<file path="src/rtl/spi_target_pkg.sv">
// Shared constants and state encoding for the mode-0 SPI target.
package spi_target_pkg;
  localparam int   BYTE_W   = 8;
  localparam logic SPI_CPOL = 1'b0;
  localparam logic SPI_CPHA = 1'b0;

  typedef enum logic [1:0] {IDLE, LOAD, SHIFT} state_t;
endpackage

</file>
<file path="src/rtl/spi_target_sync.sv">
// Async-pin synchronizer; level and registered edge pulses appear STAGES+1 cycles after the pin.
module spi_target_sync #(
  parameter int   STAGES  = 2,
  parameter logic RST_VAL = 1'b0
) (
  input  logic i_clk,
  input  logic i_rst_n,
  input  logic i_d,
  output logic o_q,
  output logic o_rise,
  output logic o_fall
);
  logic [STAGES-1:0] r_chain;
  logic              r_prev;
  logic              r_rise;
  logic              r_fall;

  // Level is delayed one extra flop so it stays aligned with the edge pulses.
  always_ff @(posedge i_clk) begin
    if (!i_rst_n) begin
      r_chain <= {STAGES{RST_VAL}};
      r_prev  <= RST_VAL;
      r_rise  <= 1'b0;
      r_fall  <= 1'b0;
    end else begin
      r_chain <= {r_chain[STAGES-2:0], i_d};
      r_prev  <= r_chain[STAGES-1];
      r_rise  <= r_chain[STAGES-1] & ~r_prev;
      r_fall  <= ~r_chain[STAGES-1] & r_prev;
    end
  end

  assign o_q    = r_prev;
  assign o_rise = r_rise;
  assign o_fall = r_fall;
endmodule

</file>
<file path="src/rtl/spi_target.sv">
// Mode-0 SPI target, oversampled in i_clk; RX held until i_rx_ready (overrun drops), TX holding reg.
// Optional SPI_TARGET_BYTECNT_EN adds o_byte_count (bytes completed in the current/last frame).
module spi_target
  import spi_target_pkg::*;
#(
  parameter int                SYNC_STAGES = 2,
  parameter logic [BYTE_W-1:0] DEFAULT_TX  = 8'hFF,
  parameter int                BCNT_W      = 16
) (
  input  logic              i_clk,
  input  logic              i_rst_n,
  input  logic              i_sclk,
  input  logic              i_cs_n,
  input  logic              i_mosi,
  output logic              o_miso,
  output logic              o_miso_oe,
  output logic [BYTE_W-1:0] o_rx_data,
  output logic              o_rx_valid,
  input  logic              i_rx_ready,
  input  logic [BYTE_W-1:0] i_tx_data,
  input  logic              i_tx_valid,
  output logic              o_tx_ready,
  output logic              o_rx_overrun,
  output logic              o_tx_underrun,
  output logic              o_frame_end
`ifdef SPI_TARGET_BYTECNT_EN
  ,output logic [BCNT_W-1:0] o_byte_count
`endif
);
  localparam int CNT_W = $clog2(BYTE_W);
  localparam int SET_W = $clog2(SYNC_STAGES + 2);

  logic w_sclk_lvl_unused, w_sclk_rise, w_sclk_fall;
  logic w_cs_q, w_cs_rise, w_cs_fall;
  logic w_mosi, w_mosi_rise_unused, w_mosi_fall_unused;

  spi_target_sync #(.STAGES(SYNC_STAGES), .RST_VAL(SPI_CPOL)) u_sync_sclk (
    .i_clk(i_clk), .i_rst_n(i_rst_n), .i_d(i_sclk),
    .o_q(w_sclk_lvl_unused), .o_rise(w_sclk_rise), .o_fall(w_sclk_fall));
  spi_target_sync #(.STAGES(SYNC_STAGES), .RST_VAL(1'b1)) u_sync_cs (
    .i_clk(i_clk), .i_rst_n(i_rst_n), .i_d(i_cs_n),
    .o_q(w_cs_q), .o_rise(w_cs_rise), .o_fall(w_cs_fall));
  spi_target_sync #(.STAGES(SYNC_STAGES), .RST_VAL(1'b0)) u_sync_mosi (
    .i_clk(i_clk), .i_rst_n(i_rst_n), .i_d(i_mosi),
    .o_q(w_mosi), .o_rise(w_mosi_rise_unused), .o_fall(w_mosi_fall_unused));

  state_t            r_state;
  logic [CNT_W-1:0]  r_bit_cnt;
  logic [BYTE_W-1:0] r_shift_rx, r_shift_tx, r_hold, r_rx_data;
  logic              r_hold_full, r_reload, r_armed, r_miso, r_miso_oe, r_rx_valid;
  logic              r_rx_overrun, r_tx_underrun, r_frame_end;
  logic [SET_W-1:0]  r_settle;

  logic              w_sample, w_drive, w_start, w_capture, w_done, w_load;
  logic [BYTE_W-1:0] w_rx_byte, w_load_byte;

  assign w_sample    = (SPI_CPOL ^ SPI_CPHA) ? w_sclk_fall : w_sclk_rise;
  assign w_drive     = (SPI_CPOL ^ SPI_CPHA) ? w_sclk_rise : w_sclk_fall;
  assign w_start     = (r_state == IDLE) & w_cs_fall & r_armed;
  assign w_capture   = ((r_state != IDLE) | w_start) & w_sample & ~w_cs_rise;
  assign w_done      = w_capture & (r_bit_cnt == CNT_W'(BYTE_W - 1));
  assign w_rx_byte   = {r_shift_rx[BYTE_W-2:0], w_mosi};
  assign w_load      = ~w_cs_rise & ((r_state == LOAD) | ((r_state == SHIFT) & w_drive & r_reload));
  assign w_load_byte = r_hold_full ? r_hold : DEFAULT_TX;

  // r_armed blocks joining a frame already in progress when reset releases with cs_n low.
  always_ff @(posedge i_clk) begin
    if (!i_rst_n) begin
      r_state       <= IDLE;
      r_bit_cnt     <= '0;
      r_shift_rx    <= '0;
      r_shift_tx    <= '0;
      r_hold        <= '0;
      r_hold_full   <= 1'b0;
      r_reload      <= 1'b0;
      r_armed       <= 1'b0;
      r_settle      <= '0;
      r_miso        <= 1'b0;
      r_miso_oe     <= 1'b0;
      r_rx_data     <= '0;
      r_rx_valid    <= 1'b0;
      r_rx_overrun  <= 1'b0;
      r_tx_underrun <= 1'b0;
      r_frame_end   <= 1'b0;
    end else begin
      r_rx_overrun  <= 1'b0;
      r_tx_underrun <= 1'b0;
      r_frame_end   <= 1'b0;

      if (r_settle != SET_W'(SYNC_STAGES + 1)) r_settle <= r_settle + 1'b1;
      else if (w_cs_q)                         r_armed  <= 1'b1;

      if (w_load) begin
        r_shift_tx <= w_load_byte;
        r_miso     <= w_load_byte[BYTE_W-1];
        r_miso_oe  <= 1'b1;
        if (r_hold_full) r_hold_full   <= 1'b0;
        else             r_tx_underrun <= 1'b1;
      end
      if (i_tx_valid && !r_hold_full) begin
        r_hold      <= i_tx_data;
        r_hold_full <= 1'b1;
      end

      if (r_rx_valid && i_rx_ready) r_rx_valid <= 1'b0;
      if (w_capture) begin
        r_shift_rx <= w_rx_byte;
        r_bit_cnt  <= r_bit_cnt + 1'b1;
      end
      if (w_done) begin
        r_reload <= 1'b1;
        if (!r_rx_valid || i_rx_ready) begin
          r_rx_data  <= w_rx_byte;
          r_rx_valid <= 1'b1;
        end else begin
          r_rx_overrun <= 1'b1;
        end
      end

      if (w_cs_rise) begin
        r_state     <= IDLE;
        r_miso_oe   <= 1'b0;
        r_bit_cnt   <= '0;
        r_reload    <= 1'b0;
        r_frame_end <= 1'b1;
      end else begin
        case (r_state)
          IDLE:  if (w_start) r_state <= LOAD;
          LOAD:  r_state <= SHIFT;
          SHIFT: if (w_drive) begin
            if (r_reload) begin
              r_reload <= 1'b0;
            end else begin
              r_miso     <= r_shift_tx[BYTE_W-2];
              r_shift_tx <= {r_shift_tx[BYTE_W-2:0], 1'b0};
            end
          end
          default: r_state <= IDLE;
        endcase
      end
    end
  end

`ifdef SPI_TARGET_BYTECNT_EN
  logic [BCNT_W-1:0] r_byte_count;
  always_ff @(posedge i_clk) begin
    if (!i_rst_n)                     r_byte_count <= '0;
    else if (w_start)                 r_byte_count <= '0;
    else if (w_done && !(&r_byte_count)) r_byte_count <= r_byte_count + 1'b1;
  end
  assign o_byte_count = r_byte_count;
`else
  localparam int bcnt_w_unused = BCNT_W;
`endif

  assign o_miso        = r_miso;
  assign o_miso_oe     = r_miso_oe;
  assign o_rx_data     = r_rx_data;
  assign o_rx_valid    = r_rx_valid;
  assign o_tx_ready    = ~r_hold_full;
  assign o_rx_overrun  = r_rx_overrun;
  assign o_tx_underrun = r_tx_underrun;
  assign o_frame_end   = r_frame_end;
endmodule

</file>
<file path="config.mk">
export PLATFORM = sky130hd
export DESIGN_NAME = spi_target
export DESIGN_NICKNAME = d
export VERILOG_FILES = /design/src/rtl/spi_target_pkg.sv /design/src/rtl/spi_target_sync.sv /design/src/rtl/spi_target.sv
export SDC_FILE = /design/constraint.sdc
export NUM_CORES = 1
export LEC_CHECK = 0
export ABC_AREA = 1
export CAP_MARGIN = 10
export CORE_ASPECT_RATIO = 0.5
export CORE_MARGIN = 2
export CORE_UTILIZATION = 40
export CTS_CLUSTER_DIAMETER = 30
export CTS_CLUSTER_SIZE = 20
export DETAILED_ROUTE_END_ITERATION = 10
export HOLD_SLACK_MARGIN = 0.06
export PLACE_DENSITY_LB_ADDON = 0.25
export REMOVE_ABC_BUFFERS = 1
export SKIP_CTS_REPAIR_TIMING = 1
export SYNTH_ARGS = -nofsm -noshare
export SYNTH_HDL_FRONTEND = slang
export SYNTH_SLANG_ARGS = --single-unit
</file>
<file path="constraint.sdc">
create_clock -name i_clk -period 1.5 [get_ports i_clk]
set_clock_uncertainty 0.1 [all_clocks]
set_input_delay 0.3 -clock i_clk [delete_from_list [all_inputs] [get_ports i_clk]]
set_output_delay 0.3 -clock i_clk [all_outputs]
set_load 0.02 [all_outputs]
</file>
==> results of run 1 <==
## flip-flops by register name, summed over array words and instances (netlist names), 3 cells and up
signal / count
r_bit_cnt: 3
o_rx_data: 8
r_hold: 8
r_shift_tx: 7
r_shift_rx: 7
## final cells by class
class | instances | share of cell area, %
Sequential cell | 59 | 37.5
Multi-Input combinational cell | 188 | 30.2
Clock inverter | 6 | 2.82
Inverter | 41 | 4.88
Timing Repair Buffer | 43 | 14.1
Clock buffer | 10 | 7.58
Tap cell | 73 | 2.90
## layout by cell type, fill, tap and decap left out, types with 4 or more instances in the layout
| cell | Yosys | routed |
|---|---|---|
| a21oi_1 | 17 | 17 |
| clkdlybuf4s50_1 | 0 | 14 |
| o21ai_0 | 17 | 17 |
| dfxtp_1 | 59 | 58 |
| o21ai_1 | 4 | 4 |
| nor2_1 | 43 | 43 |
| buf_4 | 2 | 13 |
| dlymetal6s2s_1 | 0 | 15 |
| clkbuf_16 | 0 | 9 |
| nand3_1 | 18 | 18 |
| or2_1 | 4 | 4 |
| inv_1 | 37 | 37 |
| nand2_1 | 56 | 56 |
| nor3_1 | 4 | 4 |
## layer usage
metal,track usage [%],wire [um]
met4,6.70,51
met3,6.59,218
met2,27.4,2230
met5,0,0
met1,17.3,2160
## worst paths after layout
check / startpoint / to / slack [ns] / cells after the start
worst max-delay path: r_bit_cnt[1]$_SDFFE_PP0P_ / o_rx_data[0]$_SDFFE_PN0P_ / 0.12 / 5
worst min-delay path: u_sync_sclk.r_chain[1]$_SDFF_PN0_ / u_sync_sclk.o_fall$_SDFF_PN0_ / 0.31 / 1
worst max register to register: r_bit_cnt[1]$_SDFFE_PP0P_ / o_rx_data[0]$_SDFFE_PN0P_ / 0.12 / 5
worst min register to register: u_sync_sclk.r_chain[1]$_SDFF_PN0_ / u_sync_sclk.o_fall$_SDFF_PN0_ / 0.31 / 1
## kinds of logic (layout without fill, tap and decap cells)
logic type,after synthesis,after routing,share of synthesized area [%]
DFF,59,59,50.9
adders and majority gates,3,3,1.62
AOI/OAI and AO/OA,41,41,9.16
and+or+nand+nor,143,144,28.5
buffers and inverters,53,100,9.86
## power by group through the flow
| stage | Combinational [uW] | Sequential (uW) | Clock [uW] |
|---|---|---|---|
| floorplan | 92.9 | 1660 | 0 |
| finish | 198 | 1640 | 2190 |
| global placement | 193 | 1670 | 0 |
| detailed placement | 197 | 1670 | 0 |
| global route | 227 | 1640 | 2330 |
| CTS | 200 | 1640 | 2240 |
## metrics by stage
step / worst slack [ns] / hold WS (ns) / total power [uW] / util (%) / std cells
final: 0.122 / 0.307 / 4030 / 56.9 / 420
after global routing: -0.00844 / 0.328 / 4190 / 56.9 / 420
after CTS: -0.235 / 0.309 / 4070 / 55.5 / 419
after detailed placement: -0.153 / 0.302 / 1870 / 49.6 / 403
after global placement: -0.0684 / 0.296 / 1860 / 49.6 / 403
after floorplan: 0.119 / 0.269 / 1760 / - / 287
==> impl_results.md, run 1 <==
- Critical path required time: 1.62 ns
- Crit path DAT: 1.49 ns
- Setup crit end kind: register
- Slew HR: 83.0%
- Vias in the first global route: 1,839
- Layout fillers: 489
- Iteration-0 DRC count of the detailed router: 83
- Clock root buffer: clkbuf_16
- Routed via count: 1,915
- Residual DRC: 0
- Register area share after synthesis: 50.9%
- Core area: 5540 um^2
- Int Pwr: 3210 uW
- NetSw: 821 uW
- Worst-path fanout max: 8
- Nets: 360
- Die Span Y: 57.9 um
- PortBufs: 29
- Sequential share of power: 40.6%
- Max-slew violations: 0
- RSZ-0062 raised after global routing: true
- Initial antenna violation count: 0
- Area of the multi-input gates: 951 um^2
- Post-Syn Instances: 299
- Measured slew at the worst slew-check pin: 0.254 ns
- Die area: 6470 um^2
- HPWL after DPL: 3170 um
- Path type of the worst setup path: reg2reg
- Post-layout min period: 1.38 ns
- Clock slew at reported path FFs: 0.05 ns
- Syn Std Cell Area: 2320 um^2
- Largest net degree at the start of global routing: 21
- Setup violators final: 0
- Placed Area: 2750 um^2
- Outcome: finished, final reports clean
- Combinational fraction of design power: 4.9%
- Sw frac: 20.4%
- Syn Area/Cell: 7.77 um^2
- Antenna-violating nets left: 0
- Grt total ovfl: 0
- Tot GR Track Use: 15.7%
- Fin area: 3150 um^2
- Worst setup SP type: register
- Htree depth: 3
- Share of layout cells above drive strength 1: 14.4%
- I/O pin cnt: 30
- Period Utilization, post-route: 91.9%
- Most used standard cell by instance count after synthesis: dfxtp_1
- Max Cap Viol: 0
- Top cells by count, synth: dfxtp_1 (59), nand2_1 (56), nor2_1 (43)
- ANT cells: 0
- Skew-Pair Late Insertion Delay: 0.32 ns
- Pre-Repair DR Iteration Count: 4
- Storage element area: 1180 um^2
- Worst hold path class: reg2reg
- FFs w/ async S/R, synth: 0%
- DR WL/cell: 11.1 um
- Clock power frac: 54.5%
- FF+latch count, synth: 59
- Post-DR vias/cell: 4.56
- Power per cell area: 1280 nW/um^2
- Drt total wl: 4660 um
- First-pass GRT wire length: 7860 um
- Die Wd: 112 um
- Pleak: 0.00173 uW
- F_max: 726 MHz
- Delay of the slowest critical-path stage: 0.34 ns
- Number of synthesized flops with an enable pin: 0
- Gpl congestion: 0.772
- Worst path cell trace: ha_1 -> ha_1 -> nand4_4 -> nor2_1 -> nor2_1
- Yosys top cell area share: 50.9%
- Top_reg_cell synth: dfxtp_1
- Synth area leaders: dfxtp_1 (51%), nand2_1 (9.1%), nor2_1 (7.0%), inv_1 (6.0%), nand3_1 (3.9%)
- Critical Path Slowest Stage Cell: dfxtp_1
- Rows: 19
- Layout area overhead: 35.7%
- Clk sinks: 59
- Largest area contributor in the netlist: dfxtp_1
- Worst ir drop on vdd: 0.000466 V
- Worst Path Buf+Inv: 0
- TNS Setup: 0 ns
- Delay-heaviest family, CP: adder cells
- CTS tree: built
- Hold Vio Cnt, Final: 0
- Yosys warns: 0
- CTS Buf Count: 9
- Initial Util: 41.9%
- Clock Tree Buf Depth: 2
- Library cells used by synthesis: 29
No activity file was read; power rests on OpenSTA's default activity.
==> run 2: changes to the inputs <==
--- a/config.mk
+++ b/config.mk
@@ -15,8 +15,10 @@
 export DETAILED_ROUTE_END_ITERATION = 10
 export HOLD_SLACK_MARGIN = 0.06
 export PLACE_DENSITY_LB_ADDON = 0.25
+export RECOVER_POWER = 25
 export REMOVE_ABC_BUFFERS = 1
 export SKIP_CTS_REPAIR_TIMING = 1
+export SKIP_LAST_GASP = 1
 export SYNTH_ARGS = -nofsm -noshare
 export SYNTH_HDL_FRONTEND = slang
 export SYNTH_SLANG_ARGS = --single-unit
==> impl_results.md, run 2 (synthesis results as in run 1) <==
- Largest net degree at the start of global routing: 21 (unchanged)
- Max-slew violations: 0 (unchanged)
- I/O pin cnt: 30 (unchanged)
- Die area: 6470 um^2 (unchanged)
- Layout Cells excl Fill: 420 (unchanged)
- Worst-path fanout max: 8 (unchanged)
- Crit path DAT: 1.54 ns (was 1.49 ns)
- First-pass GRT wire length: 7860 um (unchanged)
- Layout area overhead: 33.9% (was 35.7%)
- Period Utilization, post-route: 94.8% (was 91.9%)
- Critical path destination: o_rx_data[1]$_SDFFE_PN0P_ (was o_rx_data[0]$_SDFFE_PN0P_)
- F_max: 703 MHz (was 726 MHz)
- Grt total ovfl: 0 (unchanged)
- Setup crit end kind: register (unchanged)
- Clk sinks: 59 (unchanged)
- Power per cell area: 1290 nW/um^2 (was 1280 nW/um^2)
- Slew HR: 83.8% (was 83.0%)
- Post-layout min period: 1.42 ns (was 1.38 ns)
- R2R cell count: 5 (unchanged)
- Worst setup SP type: register (unchanged)
- Outcome: finished, final reports clean (unchanged)
- Share of layout cells above drive strength 1: 14.4% (unchanged)
- Initial Util: 41.9% (unchanged)
- Total Power: 4030 uW (about the same)
- Clock Tree Buf Depth: 2 (unchanged)
- Antenna-violating nets left: 0 (unchanged)
- Drt total wl: 4680 um (was 4660 um)
- Iteration-0 DRC count of the detailed router: 75 (was 83)
- Tot GR Track Use: 15.7% (unchanged)
- Routed via count: 1,930 (was 1,915)
- Hold Vio Cnt, Final: 0 (unchanged)
- Setup violators final: 0 (unchanged)
- Pleak: 0.00167 uW (was 0.00173 uW)
- Nets: 360 (unchanged)
- Initial antenna violation count: 0 (unchanged)
- Origin of the critical flop-to-flop path: r_bit_cnt[1]$_SDFFE_PP0P_ (unchanged)
- Core area: 5540 um^2 (unchanged)
- DR WL/cell: 11.1 um (about the same)
- Residual DRC: 0 (unchanged)
- Vias in the first global route: 1,839 (unchanged)
- RSZ-0062 raised after global routing: true (unchanged)
- ANT cells: 0 (unchanged)
- Die Wd: 112 um (unchanged)
- Max Cap Viol: 0 (unchanged)
- Clock root buffer: clkbuf_16 (unchanged)
- Placed cell count: 403 (unchanged)
- Measured slew at the worst slew-check pin: 0.240 ns (was 0.254 ns)
- Gpl congestion: 0.772 (unchanged)
- Clock slew at reported path FFs: 0.05 ns (about the same)
- Layout fillers: 495 (was 489)
- Worst ir drop on vdd: 0.000467 V (was 0.000466 V)
- Skew-Pair Late Insertion Delay: 0.32 ns (about the same)
- Most frequent cells in the layout: dfxtp_1 (58), nand2_1 (56), nor2_1 (43) (unchanged)
- FF-to-FF End: o_rx_data[1]$_SDFFE_PN0P_ (was o_rx_data[0]$_SDFFE_PN0P_)
- Commonest non-fill, non-tap cell in the layout: dfxtp_1 (unchanged)
- HPWL after DPL: 3170 um (unchanged)
- Die Span Y: 57.9 um (unchanged)
- Rows: 19 (unchanged)
- Critical path required time: 1.62 ns (about the same)
- PortBufs: 29 (unchanged)
- Worst hold path class: reg2reg (unchanged)
- CTS Buf Count: 9 (unchanged)
- Post-DR vias/cell: 4.60 (was 4.56)
- Crit path launch: r_bit_cnt[1]$_SDFFE_PP0P_ (unchanged)
- Htree depth: 3 (unchanged)
- R2R setup slack: 0.08 ns (was 0.12 ns)
- Pre-Repair DR Iteration Count: 5 (was 4)
- Path type of the worst setup path: reg2reg (unchanged)
- CTS tree: built (unchanged)
==> run 2: cell count changes in the layout (fill, tap and decap cells not counted), sizes merged <==
cell / previous run / this run
clkdlybuf4s50: 14 / 13
dlymetal6s2s: 15 / 13
buf: 14 / 13
clkbuf: 10 / 13
dlygate4sd3: 0 / 1
==> run 2: through the flow <==
stage | setup slack [ns] | setup TNS (ns) | hold WS [ns] | utilization, % | instance area, um^2
after floorplan | 0.119 | 0 | 0.269 | - | 2250
after global placement | -0.0684 | -1.09 | 0.296 | 49.6 | 2750
after detailed placement | -0.153 | -1.92 | 0.302 | 49.6 | 2750
after CTS | -0.235 | -2.43 | 0.309 | 55.5 | 3070
after global routing | -0.0342 | -0.122 | 0.328 | 56.2 | 3110
final | 0.0773 | 0 | 0.307 | 56.2 | 3110
==> run 2: worst min path at each step <==
| stage | depth (start not counted) | slack [ns] | to | from |
|---|---|---|---|---|
| 2_1_floorplan | 1 | 0.27 | u_sync_cs.o_q$_SDFF_PN1_ | i_rst_n |
| 3_3_place_gp | 1 | 0.30 | u_sync_cs.r_chain[1]$_SDFF_PN1_ | u_sync_cs.r_chain[0]$_SDFF_PN1_ |
| 3_5_place_dp | 1 | 0.30 | u_sync_sclk.o_fall$_SDFF_PN0_ | u_sync_sclk.r_chain[1]$_SDFF_PN0_ |
| 4_1_cts | 1 | 0.31 | u_sync_sclk.o_fall$_SDFF_PN0_ | u_sync_sclk.r_chain[1]$_SDFF_PN0_ |
| 5_1_grt | 1 | 0.33 | u_sync_cs.o_fall$_SDFF_PN0_ | u_sync_cs.r_chain[1]$_SDFF_PN1_ |
| 6_report | 1 | 0.31 | u_sync_sclk.o_fall$_SDFF_PN0_ | u_sync_sclk.r_chain[1]$_SDFF_PN0_ |
==> run 2: critical path: stages (launching register included) <==
cell	delay [ns]
dfxtp_1	0.33
ha_1	0.15
ha_1	0.25
nand4_2	0.25
nor2_1	0.17
nor2_1	0.06
==> run 2: layout make-up <==
cell class                 count  area (um^2)  share of cell area (%)
multi-input combinational    188          942                    30.3
timing repair buffer          43          413                    13.3
inverter                      41          154                    4.95
tap                           73         91.3                    2.94
clock buffer                  10          239                    7.68
clock inverter                 6         88.8                    2.86
sequential                    59         1180                    38.0
==> run 2: power by group <==
part	internal, uW	switching (uW)	total [uW]	leakage (uW)
Combinational	90.8	101	192	0.00103
Clock	1500	702	2200	0.000155
Sequential	1620	21.3	1640	0.000480
==> run 2: metal layers <==
layer / GRT usage [%] / vias up / part of all wire (%)
li1: - / 1024 / -
met1: 17.3 / 857 / 46
met2: 27.4 / 41 / 48
met3: 6.59 / 8 / 5.0
met4: 6.70 / 0 / 1.3
met5: 0 / - / 0
==> run 3: changes to the inputs <==
--- a/config.mk
+++ b/config.mk
@@ -13,6 +13,7 @@
 export CTS_CLUSTER_DIAMETER = 30
 export CTS_CLUSTER_SIZE = 20
 export DETAILED_ROUTE_END_ITERATION = 10
+export GPL_TIMING_DRIVEN = 0
 export HOLD_SLACK_MARGIN = 0.06
 export PLACE_DENSITY_LB_ADDON = 0.25
 export RECOVER_POWER = 25
==> impl_results.md, run 3 (synthesis results as in run 1) <==
- Outcome: finished, final reports clean (unchanged)
- Gpl congestion: 0.760 (was 0.772)
- Antenna-violating nets left: 0 (unchanged)
- Clock power frac: 49.4% (was 54.6%)
- Setup violators final: 0 (unchanged)
- Period Utilization, post-route: 95.9% (was 94.8%)
- Worst ir drop on vdd: 0.000538 V (was 0.000467 V)
- Clock slew at reported path FFs: 0.05 ns (about the same)
- TNS Setup: 0 ns (unchanged)
- Die Span Y: 57.9 um (unchanged)
- Int Pwr: 2830 uW (was 3200 uW)
- Delay-heaviest family, CP: flip-flops (was simple AND/OR/NAND/NOR gates)
- ANT cells: 0 (unchanged)
- CTS tree: built (unchanged)
- Worst path cell trace: inv_2 -> dlymetal6s2s_1 (was ha_1 -> ha_1 -> nand4_2 -> nor2_1 -> nor2_1)
- Origin of the critical flop-to-flop path: r_bit_cnt[1]$_SDFFE_PP0P_ (unchanged)
- Worst hold path endpoint: u_sync_cs.o_q$_SDFF_PN1_ (was u_sync_sclk.o_fall$_SDFF_PN0_)
- Pleak: 0.00166 uW (was 0.00167 uW)
- Worst setup SP type: register (unchanged)
- Hold slack: 0.292 ns (was 0.307 ns)
- Crit path DAT: 1.04 ns (was 1.54 ns)
- Combinational fraction of design power: 4.8% (about the same)
- Sw frac: 20.9% (was 20.5%)
- Initial antenna violation count: 0 (unchanged)
- Worst hold path class: in2reg (was reg2reg)
- Nets: 352 (was 360)
- Area of the multi-input gates: 946 um^2 (was 942 um^2)
- Die Wd: 112 um (unchanged)
- Sequential share of power: 45.8% (was 40.7%)
- HPWL after DPL: 2700 um (was 3170 um)
- R2R setup slack: 0.09 ns (was 0.08 ns)
- F_max: 695 MHz (was 703 MHz)
- Fin area: 3010 um^2 (was 3110 um^2)
- Met1 Use GR: 15.4% (was 17.3%)
- DR WL/cell: 10.4 um (was 11.1 um)
- Hold Startpoint: i_rst_n (was u_sync_sclk.r_chain[1]$_SDFF_PN0_)
- Layout fillers: 515 (was 495)
- Rows: 19 (unchanged)
- CTS Buf Count: 9 (unchanged)
- Post-DR vias/cell: 4.56 (was 4.60)
- Max Cap Viol: 0 (unchanged)
- Most frequent cells in the layout: dfxtp_1 (59), nand2_1 (55), nor2_1 (43) (was dfxtp_1 (58), nand2_1 (56), nor2_1 (43))
- Worst Path Buf+Inv: 2 (was 0)
- Critical path required time: 1.10 ns (was 1.62 ns)
- Clk sinks: 59 (unchanged)
- Core area: 5540 um^2 (unchanged)
- Cell depth of the worst min-delay path: 2 (was 1)
- First-pass GRT wire length: 6900 um (was 7860 um)
- I/O pin cnt: 30 (unchanged)
- Storage element area: 1180 um^2 (about the same)
- Slew HR: 71.7% (was 83.8%)
- Met3 Track Usage GR: 8.58% (was 6.59%)
- Share of layout cells above drive strength 1: 12.1% (was 14.4%)
- Grt total ovfl: 0 (unchanged)
- Max-slew violations: 0 (unchanged)
- Routed via count: 1,873 (was 1,930)
- Met2 Use GR: 22.5% (was 27.4%)
- Commonest non-fill, non-tap cell in the layout: dfxtp_1 (unchanged)
- Delay of the slowest critical-path stage: 0.40 ns (was 0.33 ns)
- Largest net degree at the start of global routing: 40 (was 21)
- NetSw: 749 uW (was 824 uW)
- Setup crit end kind: output port (was register)
- Worst-path fanout max: 10 (was 8)
- Tot GR Track Use: 14.1% (was 15.7%)
- Drt total wl: 4290 um (was 4680 um)
- Clock root buffer: clkbuf_16 (unchanged)
- Layer with the highest usage: met2 (unchanged)
- Htree depth: 3 (unchanged)
- Die area: 6470 um^2 (unchanged)
- Power per cell area: 1190 nW/um^2 (was 1290 nW/um^2)
- PortBufs: 29 (unchanged)
- Path type of the worst setup path: reg2out (was reg2reg)
- Skew-Pair Late Insertion Delay: 0.32 ns (about the same)
- Layout area overhead: 29.7% (was 33.9%)
- Post-layout min period: 1.44 ns (was 1.42 ns)
- R2R cell count: 5 (unchanged)
- Hold Vio Cnt, Final: 0 (unchanged)
- Pre-CTS setup slack: -1.32 ns (was -0.153 ns)
- FF-to-FF End: o_rx_data[3]$_SDFFE_PN0P_ (was o_rx_data[1]$_SDFFE_PN0P_)
- Iteration-0 DRC count of the detailed router: 84 (was 75)
- Setup WS post-layout: 0.0608 ns (was 0.0773 ns)
- Critical Path Slowest Stage Cell: dfxtp_1 (unchanged)
- Measured slew at the worst slew-check pin: 0.424 ns (was 0.240 ns)
- Vias in the first global route: 1,615 (was 1,839)
- Clock Tree Buf Depth: 2 (unchanged)
- Placed Area: 2630 um^2 (was 2750 um^2)
- Total Power: 3580 uW (was 4030 uW)
- Residual DRC: 0 (unchanged)
- Pre-Repair DR Iteration Count: 4 (was 5)
- Initial Util: 41.9% (unchanged)
[run 3: worst max path at each step]
| stage | startpoint | cells after the start | to |
|---|---|---|---|
| after global placement | i_rst_n | 3 | u_sync_cs.r_chain[1]$_SDFF_PN1_ |
| after global routing | r_bit_cnt[1]$_SDFFE_PP0P_ | 5 | o_rx_data[3]$_SDFFE_PN0P_ |
| final | r_hold_full$_SDFFE_PN0P_ | 2 | o_tx_ready |
| after floorplan | u_sync_cs.o_rise$_SDFF_PN0_ | 4 | r_bit_cnt[0]$_SDFFE_PP0P_ |
| after CTS | i_rst_n | 3 | u_sync_cs.r_chain[0]$_SDFF_PN1_ |
| after detailed placement | i_rst_n | 3 | u_sync_cs.r_chain[0]$_SDFF_PN1_ |
[run 3: layer usage]
layer | share of wire [%] | wire, um
met1 | 48 | 2070
met2 | 44 | 1880
met3 | 6.9 | 295
met4 | 0.98 | 42
met5 | 0 | 0
[run 3: cell type report]
cell class                      instances  area share, %
Sequential cell                        59           39.2
Multi-Input combinational cell        188           31.4
Timing Repair Buffer                   35           12.5
Clock buffer                           12           8.18
Inverter                               41           5.19
Tap cell                               73           3.03
Clock inverter                          3          0.499
[run 3: power groups by stage]
stage | sequential [uW] | clock, uW | combinational, uW
final | 1640 | 1770 | 173
after global routing | 1640 | 1900 | 194
after CTS | 1640 | 1830 | 171
after detailed placement | 1670 | 0 | 169
after global placement | 1670 | 0 | 164
after floorplan | 1660 | 0 | 92.9
[run 3: per-stage QoR]
| step | utilization [%] | std cells |
|---|---|---|
| after floorplan | - | 287 |
| after global placement | 47.5 | 389 |
| after detailed placement | 47.5 | 389 |
| after CTS | 52.2 | 404 |
| after global routing | 54.4 | 411 |
| final | 54.4 | 411 |
